### config.mk
export PLATFORM = sky130hd
export DESIGN_NAME = stepper_sweep_ctrl
export DESIGN_NICKNAME = d
export VERILOG_FILES = /design/src/rtl/stepper_pkg.sv /design/src/rtl/step_prescaler.sv /design/src/rtl/stepper_sweep_ctrl.sv
export SDC_FILE = /design/constraint.sdc
export NUM_CORES = 1
export LEC_CHECK = 0
export CAP_MARGIN = 20
export CORE_ASPECT_RATIO = 0.8
export CORE_MARGIN = 5
export CORE_UTILIZATION = 60
export CTS_CLUSTER_SIZE = 10
export DETAILED_ROUTE_END_ITERATION = 7
export MAX_ROUTING_LAYER = met4
export PLACE_DENSITY = 0.84
export SETUP_SLACK_MARGIN = 0.15
export SLEW_MARGIN = 15
export SYNTH_ARGS = -nofsm -noshare
export SYNTH_HDL_FRONTEND = slang
export SYNTH_SLANG_ARGS = --single-unit
### constraint.sdc
create_clock -name clk -period 7.3 [get_ports clk]
set_clock_uncertainty 0.2 [all_clocks]
set_input_delay 1.095 -clock clk [delete_from_list [all_inputs] [get_ports clk]]
set_output_delay 1.095 -clock clk [all_outputs]
set_load 0.01 [all_outputs]
### src/rtl/stepper_pkg.sv
// stepper_pkg: phase table, mode/state encodings and index helpers for the stepper sequencer
package stepper_pkg;
  localparam logic [1:0] MODE_WAVE = 2'd0;
  localparam logic [1:0] MODE_FULL = 2'd1;
  localparam logic [1:0] MODE_HALF = 2'd2;
  localparam logic [1:0] S_IDLE = 2'd0;
  localparam logic [1:0] S_RUN = 2'd1;
  localparam logic [1:0] S_DONE = 2'd2;
  localparam logic [7:0][3:0] PHASE = {4'b1001, 4'b1000, 4'b1100, 4'b0100,
                                       4'b0110, 4'b0010, 4'b0011, 4'b0001};
  function automatic logic [2:0] phase_inc(input logic [1:0] mode);
    return mode == MODE_HALF ? 3'd1 : 3'd2;
  endfunction
  function automatic logic [2:0] phase_start(input logic [1:0] mode);
    return mode == MODE_FULL ? 3'd1 : 3'd0;
  endfunction
endpackage

### src/rtl/step_prescaler.sv
// step_prescaler: one-cycle tick every DIV enabled cycles, restarts from zero when disabled or cleared
module step_prescaler #(
  parameter int DIV = 4
) (
  input  logic clk,
  input  logic rst_n,
  input  logic en,
  input  logic clr,
  output logic tick
);
  localparam int W = $clog2(DIV);
  logic [W-1:0] cnt;
  assign tick = en && cnt == W'(DIV - 1);
  always_ff @(posedge clk or negedge rst_n)
    if (!rst_n) cnt <= '0;
    else if (clr || !en || tick) cnt <= '0;
    else cnt <= cnt + 1'b1;
endmodule

### src/rtl/stepper_sweep_ctrl.sv
// stepper_sweep_ctrl: unipolar stepper sequencer with wave/full/half drive and back-and-forth sweeps
module stepper_sweep_ctrl
  import stepper_pkg::*;
#(
  parameter int STEP_DIV    = 500000,
  parameter int STEP_W      = 8,
  parameter int SWEEP_W     = 4,
  parameter int HOLD_TORQUE = 0
) (
  input  logic               clk,
  input  logic               rst_n,
  input  logic               start_i,
  input  logic               stop_i,
  input  logic [1:0]         mode_i,
  input  logic               dir_i,
  input  logic [STEP_W-1:0]  steps_i,
  input  logic [SWEEP_W-1:0] sweeps_i,
  output logic               busy_o,
  output logic               done_o,
  output logic [3:0]         coil_o,
  output logic [STEP_W-1:0]  step_pos_o
);
  logic [1:0] state, mode_q, mode_n;
  logic dir_q, tick, start_ok, zero_len, last_step, last_sweep;
  logic [STEP_W-1:0] steps_q;
  logic [SWEEP_W-1:0] sweeps_q, sweep_cnt;
  logic [2:0] idx, nidx;
  always_comb begin
    mode_n = mode_i == 2'd3 ? MODE_WAVE : mode_i;
    start_ok = state == S_IDLE && start_i && !stop_i;
    zero_len = steps_i == '0 || sweeps_i == '0;
    nidx = dir_q ? idx + phase_inc(mode_q) : idx - phase_inc(mode_q);
    last_step = step_pos_o + 1'b1 == steps_q;
    last_sweep = sweep_cnt + 1'b1 == sweeps_q;
  end
  step_prescaler #(.DIV(STEP_DIV)) u_prescaler (
    .clk  (clk),
    .rst_n(rst_n),
    .en   (state == S_RUN),
    .clr  (start_ok),
    .tick (tick)
  );
  always_ff @(posedge clk or negedge rst_n)
    if (!rst_n) begin
      state <= S_IDLE;
      mode_q <= MODE_WAVE;
      dir_q <= 1'b0;
      steps_q <= '0;
      sweeps_q <= '0;
      sweep_cnt <= '0;
      idx <= '0;
      busy_o <= 1'b0;
      done_o <= 1'b0;
      coil_o <= 4'b0;
      step_pos_o <= '0;
    end else if (stop_i && state != S_IDLE) begin
      state <= S_IDLE;
      busy_o <= 1'b0;
      done_o <= 1'b0;
      coil_o <= 4'b0;
      step_pos_o <= '0;
    end else if (state == S_IDLE) begin
      done_o <= 1'b0;
      if (start_ok) begin
        mode_q <= mode_n;
        dir_q <= dir_i;
        steps_q <= steps_i;
        sweeps_q <= sweeps_i;
        sweep_cnt <= '0;
        step_pos_o <= '0;
        if (zero_len) begin
          state <= S_DONE;
          done_o <= 1'b1;
        end else begin
          state <= S_RUN;
          busy_o <= 1'b1;
          idx <= phase_start(mode_n);
          coil_o <= PHASE[phase_start(mode_n)];
        end
      end
    end else if (state == S_RUN) begin
      if (tick) begin
        idx <= nidx;
        coil_o <= PHASE[nidx];
        if (last_step) begin
          step_pos_o <= '0;
          sweep_cnt <= sweep_cnt + 1'b1;
          dir_q <= !dir_q;
          if (last_sweep) begin
            state <= S_DONE;
            busy_o <= 1'b0;
            done_o <= 1'b1;
          end
        end else step_pos_o <= step_pos_o + 1'b1;
      end
    end else begin
      state <= S_IDLE;
      done_o <= 1'b0;
      coil_o <= HOLD_TORQUE != 0 ? coil_o : 4'b0;
    end
endmodule

==> flow_summary.ini, run 1 <==
[run_status]
status = finished clean

[place]
dpl_cell_area_mm2 = 0.00342
hpwlAfterDp_um = 4680
io_buffers = 32
place.gp.congestion = 0.849

[synth]
ys.flop_type = dfrtp_1
synth_async_sr_flop_share_pct = 100
syn_area_mm2 = 0.00308
synth.top_cell.area_share_pct = 46.3
synth.largest_area_cell = dfrtp_1
avgSynthCellArea_um2 = 9.22
ys_seq_elements = 57
ys_types = 52
synth_fp_nets = 358
syn_inst = 334
synthTopCellsByArea = dfrtp_1 (46%), nand2_1 (7.9%), xor2_1 (5.7%)
synth_most_common_cell = nand2_1
yosysSeqAreaShare_pct = 46.3
synth-edff-count = 0
synth_common_cells = nand2_1 (65), dfrtp_1 (57), nor2_1 (35), xor2_1 (20), o21ai_0 (16)
yosys_warnings = 0

[clock_network]
holdBufCountCts = 0
clk_latency_ps = 340
clockRootBuffer = clkbuf_8
clk_pin_slew_ps = 60
numClockSinks = 57
cts_buffer_depth = 2
htree_levels = 3
post_cts_buffers = 0
post_cts_resized = 0
cts_tree = yes
numCtsBuffers = 9

[layout]
multi_input_area_mm2 = 0.00156
synthToLayoutAreaGrowth_pct = 17.8
fin_area_mm2 = 0.00362
fillers = 360
drive_gt1_share_pct = 6.95
final_nets = 393
antenna_cells = 0
seq_area_mm2 = 0.00143

[drt]
vias = 2528
wl_per_cell_um = 15.6
viasPerCell = 5.80
drc = 0
wirelength_um = 6800
ant_nets = 0
first_iter_violations = 136
drt_first_pass_iters = 5

[floorplanning]
die_height_um = 74.1
io_pins = 33
coreArea_mm2 = 0.00498
die_x_um = 90.1
initial_core_util_pct = 61.8
die_area_mm2 = 0.00667
rows = 23

[sta]
timing.fmax_mhz = 293
finalSetupTns_ps = 0
drv_slew = 0
period_share_pct = 46.8
setup_violations = 0
whs_ps = 266
hold_viol_final = 0
tightest_slew_ps = 983
min_period_ps = 3420
rsz0062_at_grt = false
max-slew-margin-rel_pct = 34.2

[setup_path]
crit_arrival_ps = 3430
critical_path_class = primary input to flip-flop
critPathMaxFanout = 14
start_kind = primary input
worst_setup_path_end_kind = flip-flop
crit_required_ps = 7310

[power_and_ir_drop]
worst_ir_drop_vdd_uv = 192
power.density_mw_per_mm2 = 255
power.leakage_uw = 0.00158

[job]
max_cap_violations = 0

[global_routing]
grt_max_degree = 58
grt_pass1_vias = 2502
grt-ovfl-total = 0
grt.total_usage_pct = 23.0
antenna_found_initial = 0
grt_pass1_wl_um = 11800

[min_path]
hold_path_class = flip-flop to flip-flop
## worst paths after layout
| kind | from | endpoint | slack, ps | cells after the start |
|---|---|---|---|---|
| setup / recovery | stop_i | step_pos_o[6]$_DFFE_PN0P_ | 3880 | 6 |
| min in group asynchronous | rst_n | u_prescaler.cnt[11]$_DFF_PN0_ | 690 | 2 |
| hold reg to reg | u_prescaler.cnt[0]$_DFF_PN0_ | u_prescaler.cnt[0]$_DFF_PN0_ | 270 | 1 |
| max in group asynchronous | rst_n | steps_q[7]$_DFFE_PN0P_ | 5730 | 2 |
| hold / removal | u_prescaler.cnt[0]$_DFF_PN0_ | u_prescaler.cnt[0]$_DFF_PN0_ | 270 | 1 |
| setup reg to reg | step_pos_o[0]$_DFFE_PN0P_ | done_o$_DFFE_PN0P_ | 4160 | 8 |
## critical path, cell delays in order
cell and delay, ps:
clkdlybuf4s50_1 610, nand2b_1 270, nor2_1 750, a21oi_1 330, a31oi_1 270, o22ai_1 100
## metal layers
layer	up-vias	GRT usage, %	wire length (um)
li1	1230	-	-
met1	1203	29.7	3160
met2	86	35.0	3090
met3	9	6.98	451
met4	0	7.77	93
met5	-	-	0
## where the power goes
group	switching, uW	internal [uW]	leakage, uW	total (uW)
Combinational	125	106	0.000716	232
Sequential	32.3	357	0.000756	389
Clock	120	185	0.000107	305
## placed cells by master (no fill, tap or decap), drive strengths merged, types with 2 or more instances in the layout
cell type      netlist  final
or3                  3      3
o21a                 3      3
mux2                 3      3
o22ai                5      5
a31oi                4      4
inv                  9      9
o21ai               17     17
or2                  2      2
nor4b                2      2
mux2i                4      4
nand2b               7      7
clkbuf               3     14
or3b                 2      2
nor2b                3      3
dfrtp               57     57
nor2                35     35
nor3                 5      5
a21oi               12     12
clkdlybuf4s50        0     31
xnor2               12     12
and3                 4      4
nand3b               3      3
xor2                20     20
nand2               65     65
o211ai               2      2
nor4                 5      5
nand3               16     16
nand4                6      6
ha                   4      4
buf                  6      2
## stage by stage
stage	setup WS [ps]	instances	power, uW	utilization, %
final	3880	436	926	72.8
after global routing	3570	436	977	72.8
after CTS	3610	436	930	72.8
after detailed placement	3280	420	623	68.6
after global placement	3430	420	617	68.6
after floorplan	4680	334	553	-
## cell type report
| cell class | instances | area share (%) |
|---|---|---|
| Timing Repair Buffer | 33 | 8.91 |
| Clock inverter | 2 | 0.967 |
| Tap cell | 62 | 2.14 |
| Clock buffer | 14 | 4.76 |
| Inverter | 9 | 0.932 |
| Multi-Input combinational cell | 259 | 42.9 |
| Sequential cell | 57 | 39.4 |
## flip-flops by register name (all words and copies together) (netlist names), 2 cells and up
name / count
steps_q: 8
sweeps_q: 4
idx: 3
coil_o: 4
sweep_cnt: 4
u_prescaler.cnt: 19
mode_q: 2
state: 2
step_pos_o: 8
## kinds of logic after synthesis
family | after synthesis | synth area share [%]
XOR/XNOR | 32 | 9.11
buffers and inverters | 18 | 3.09
AO/OA/AOI/OAI | 55 | 11.5
AND/OR/NAND/NOR | 160 | 25.2
adder cells (fa/ha/maj) | 5 | 2.28
multiplexers | 7 | 2.40
flip-flops | 57 | 46.3
(Power assumes the default switching activity.)
==> inputs of run 2 (changes only) <==
Settings changed: CORE_UTILIZATION 60 to 51, PLACE_DENSITY 0.84 to 0.76.
Clock period 7.3 ns to 3.1 ns, I/O delays scaled along.
==> flow_summary.ini, run 2 (same netlist as run 1, synthesis figures left out) <==
[floorplanning]
die_x_um = 96.9
die_height_um = 79.5
rows = 25
initial_core_util_pct = 52.3
coreArea_mm2 = 0.00588
die_area_mm2 = 0.00770
io_pins = 33

[drt]
first_iter_violations = 120
ant_nets = 0
wl_per_cell_um = 14.8
vias = 2512
wirelength_um = 6860
viasPerCell = 5.43
drt_first_pass_iters = 5
drc = 0

[place]
dpl_cell_area_mm2 = 0.00350
dp.cells = 447
place.gp.congestion = 0.875
io_buffers = 32
hpwlAfterDp_um = 4860

[power_and_ir_drop]
power_uw = 2190
power.leakage_uw = 0.00162
power.density_mw_per_mm2 = 588
worst_ir_drop_vdd_uv = 414

[sta]
max-slew-margin-rel_pct = 42.1
min_period_ps = 2770
tightest_slew_ps = 857
setup_violations = 0
timing.fmax_mhz = 360
hold_viol_final = 0
finalSetupTns_ps = 0
drv_slew = 0
period_share_pct = 89.5
rsz0062_at_grt = false

[clock_network]
post_cts_buffers = 0
numClockSinks = 57
clk_pin_slew_ps = 60
clockRootBuffer = clkbuf_8
cts_buffer_depth = 2
numCtsBuffers = 9
post_cts_resized = 0
cts_tree = yes
holdBufCountCts = 0
clk_latency_ps = 330
htree_levels = 3

[global_routing]
grt-ovfl-total = 0
grt.total_usage_pct = 19.4
antenna_found_initial = 0
grt_max_degree = 58
grt_pass1_wl_um = 11800
grt_pass1_vias = 2497

[setup_path]
crit_required_ps = 3110
crit_arrival_ps = 2780
start_kind = flip-flop
critical_path_class = flip-flop to flip-flop
cp_slowest_stage_delay_ps = 460
r2r.worst_path.cells = 8
reg2reg_from = step_pos_o[0]$_DFFE_PN0P_
path_cells = ha_1, xnor2_1, o211ai_1, a221o_1, a311oi_4, nand2_1, o21ai_1, mux2_2
slowest_stage = dfrtp_1
worst_setup_path_end_kind = flip-flop
cp-startpoint = step_pos_o[0]$_DFFE_PN0P_
r2r_setup_slack_ps = 330
r2r-end = done_o$_DFFE_PN0P_
critPathMaxFanout = 8

[layout]
antenna_cells = 0
biggestRegsByFlops = u_prescaler.cnt: 19 flops, step_pos_o: 8 flops, steps_q: 8 flops
largest_register = u_prescaler.cnt
multi_input_area_mm2 = 0.00157
seq_area_mm2 = 0.00143
final_nets = 401
drive_gt1_share_pct = 8.90
final_cells = 463
final_common_cell = nand2_1
synthToLayoutAreaGrowth_pct = 20.9
fillers = 517
largest_reg_flops = 19
final_cell_mix = nand2_1 (65), dfrtp_1 (57), nor2_1 (35), clkdlybuf4s50_1 (31), xor2_1 (20)
fin_area_mm2 = 0.00372

[min_path]
hold_path_class = primary input to asynchronous set/reset pin

[job]
max_cap_violations = 0

[run_status]
status = finished clean
-- run 2: cell types whose count changed in the layout (fill, tap and decap cells not counted), sizes merged --
cell,previous run,this run
buf,2,10
-- run 2: layout make-up --
type	instances	share of cell area, %
multi-input cells	259	42.1
flip-flops and latches	57	38.3
repair buffers	41	10.3
clock buffers	14	4.64
well taps	81	2.72
clock inverters	2	0.942
inverters	9	0.908
-- run 2: critical path: cells and delay by family, from the launching register on --
family	cells	cell delay, ps
AOI/OAI and AO/OA	4	970
DFF	1	460
muxes	1	370
and+or+nand+nor	1	110
xor gates and xnor gates	1	190
adders and majority gates	1	360
-- run 2: worst max-delay path by stage --
stage,cells after the start,to
finish,8,done_o$_DFFE_PN0P_
global route,8,done_o$_DFFE_PN0P_
CTS,8,done_o$_DFFE_PN0P_
detailed placement,5,coil_o[3]$_DFFE_PN0P_
global placement,5,coil_o[3]$_DFFE_PN0P_
floorplan,8,done_o$_DFFE_PN0P_
-- run 2: metrics by stage --
stage               worst slack (ps)  utilization [%]  hold slack, ps
finish                           326             63.3            77.9
floorplan                        573                -           -30.6
detailed placement               333             59.5             257
global placement                 378             59.5             253
global route                     184             63.3             146
CTS                              318             63.1             101
-- run 2: where the power goes --
| part | internal (uW) | switching (uW) | total (uW) |
|---|---|---|---|
| Combinational | 261 | 295 | 556 |
| Sequential | 841 | 73.2 | 914 |
| Clock | 437 | 279 | 716 |
| Total | 1540 | 648 | 2190 |
-- run 2: per-layer routing --
layer	part of all wire, %	up-vias	GRT usage, %
met3	5.0	5	5.85
met1	48	1203	25.6
met4	0.57	0	4.21
met2	46	64	30.0
met5	0	-	-
li1	-	1240	-
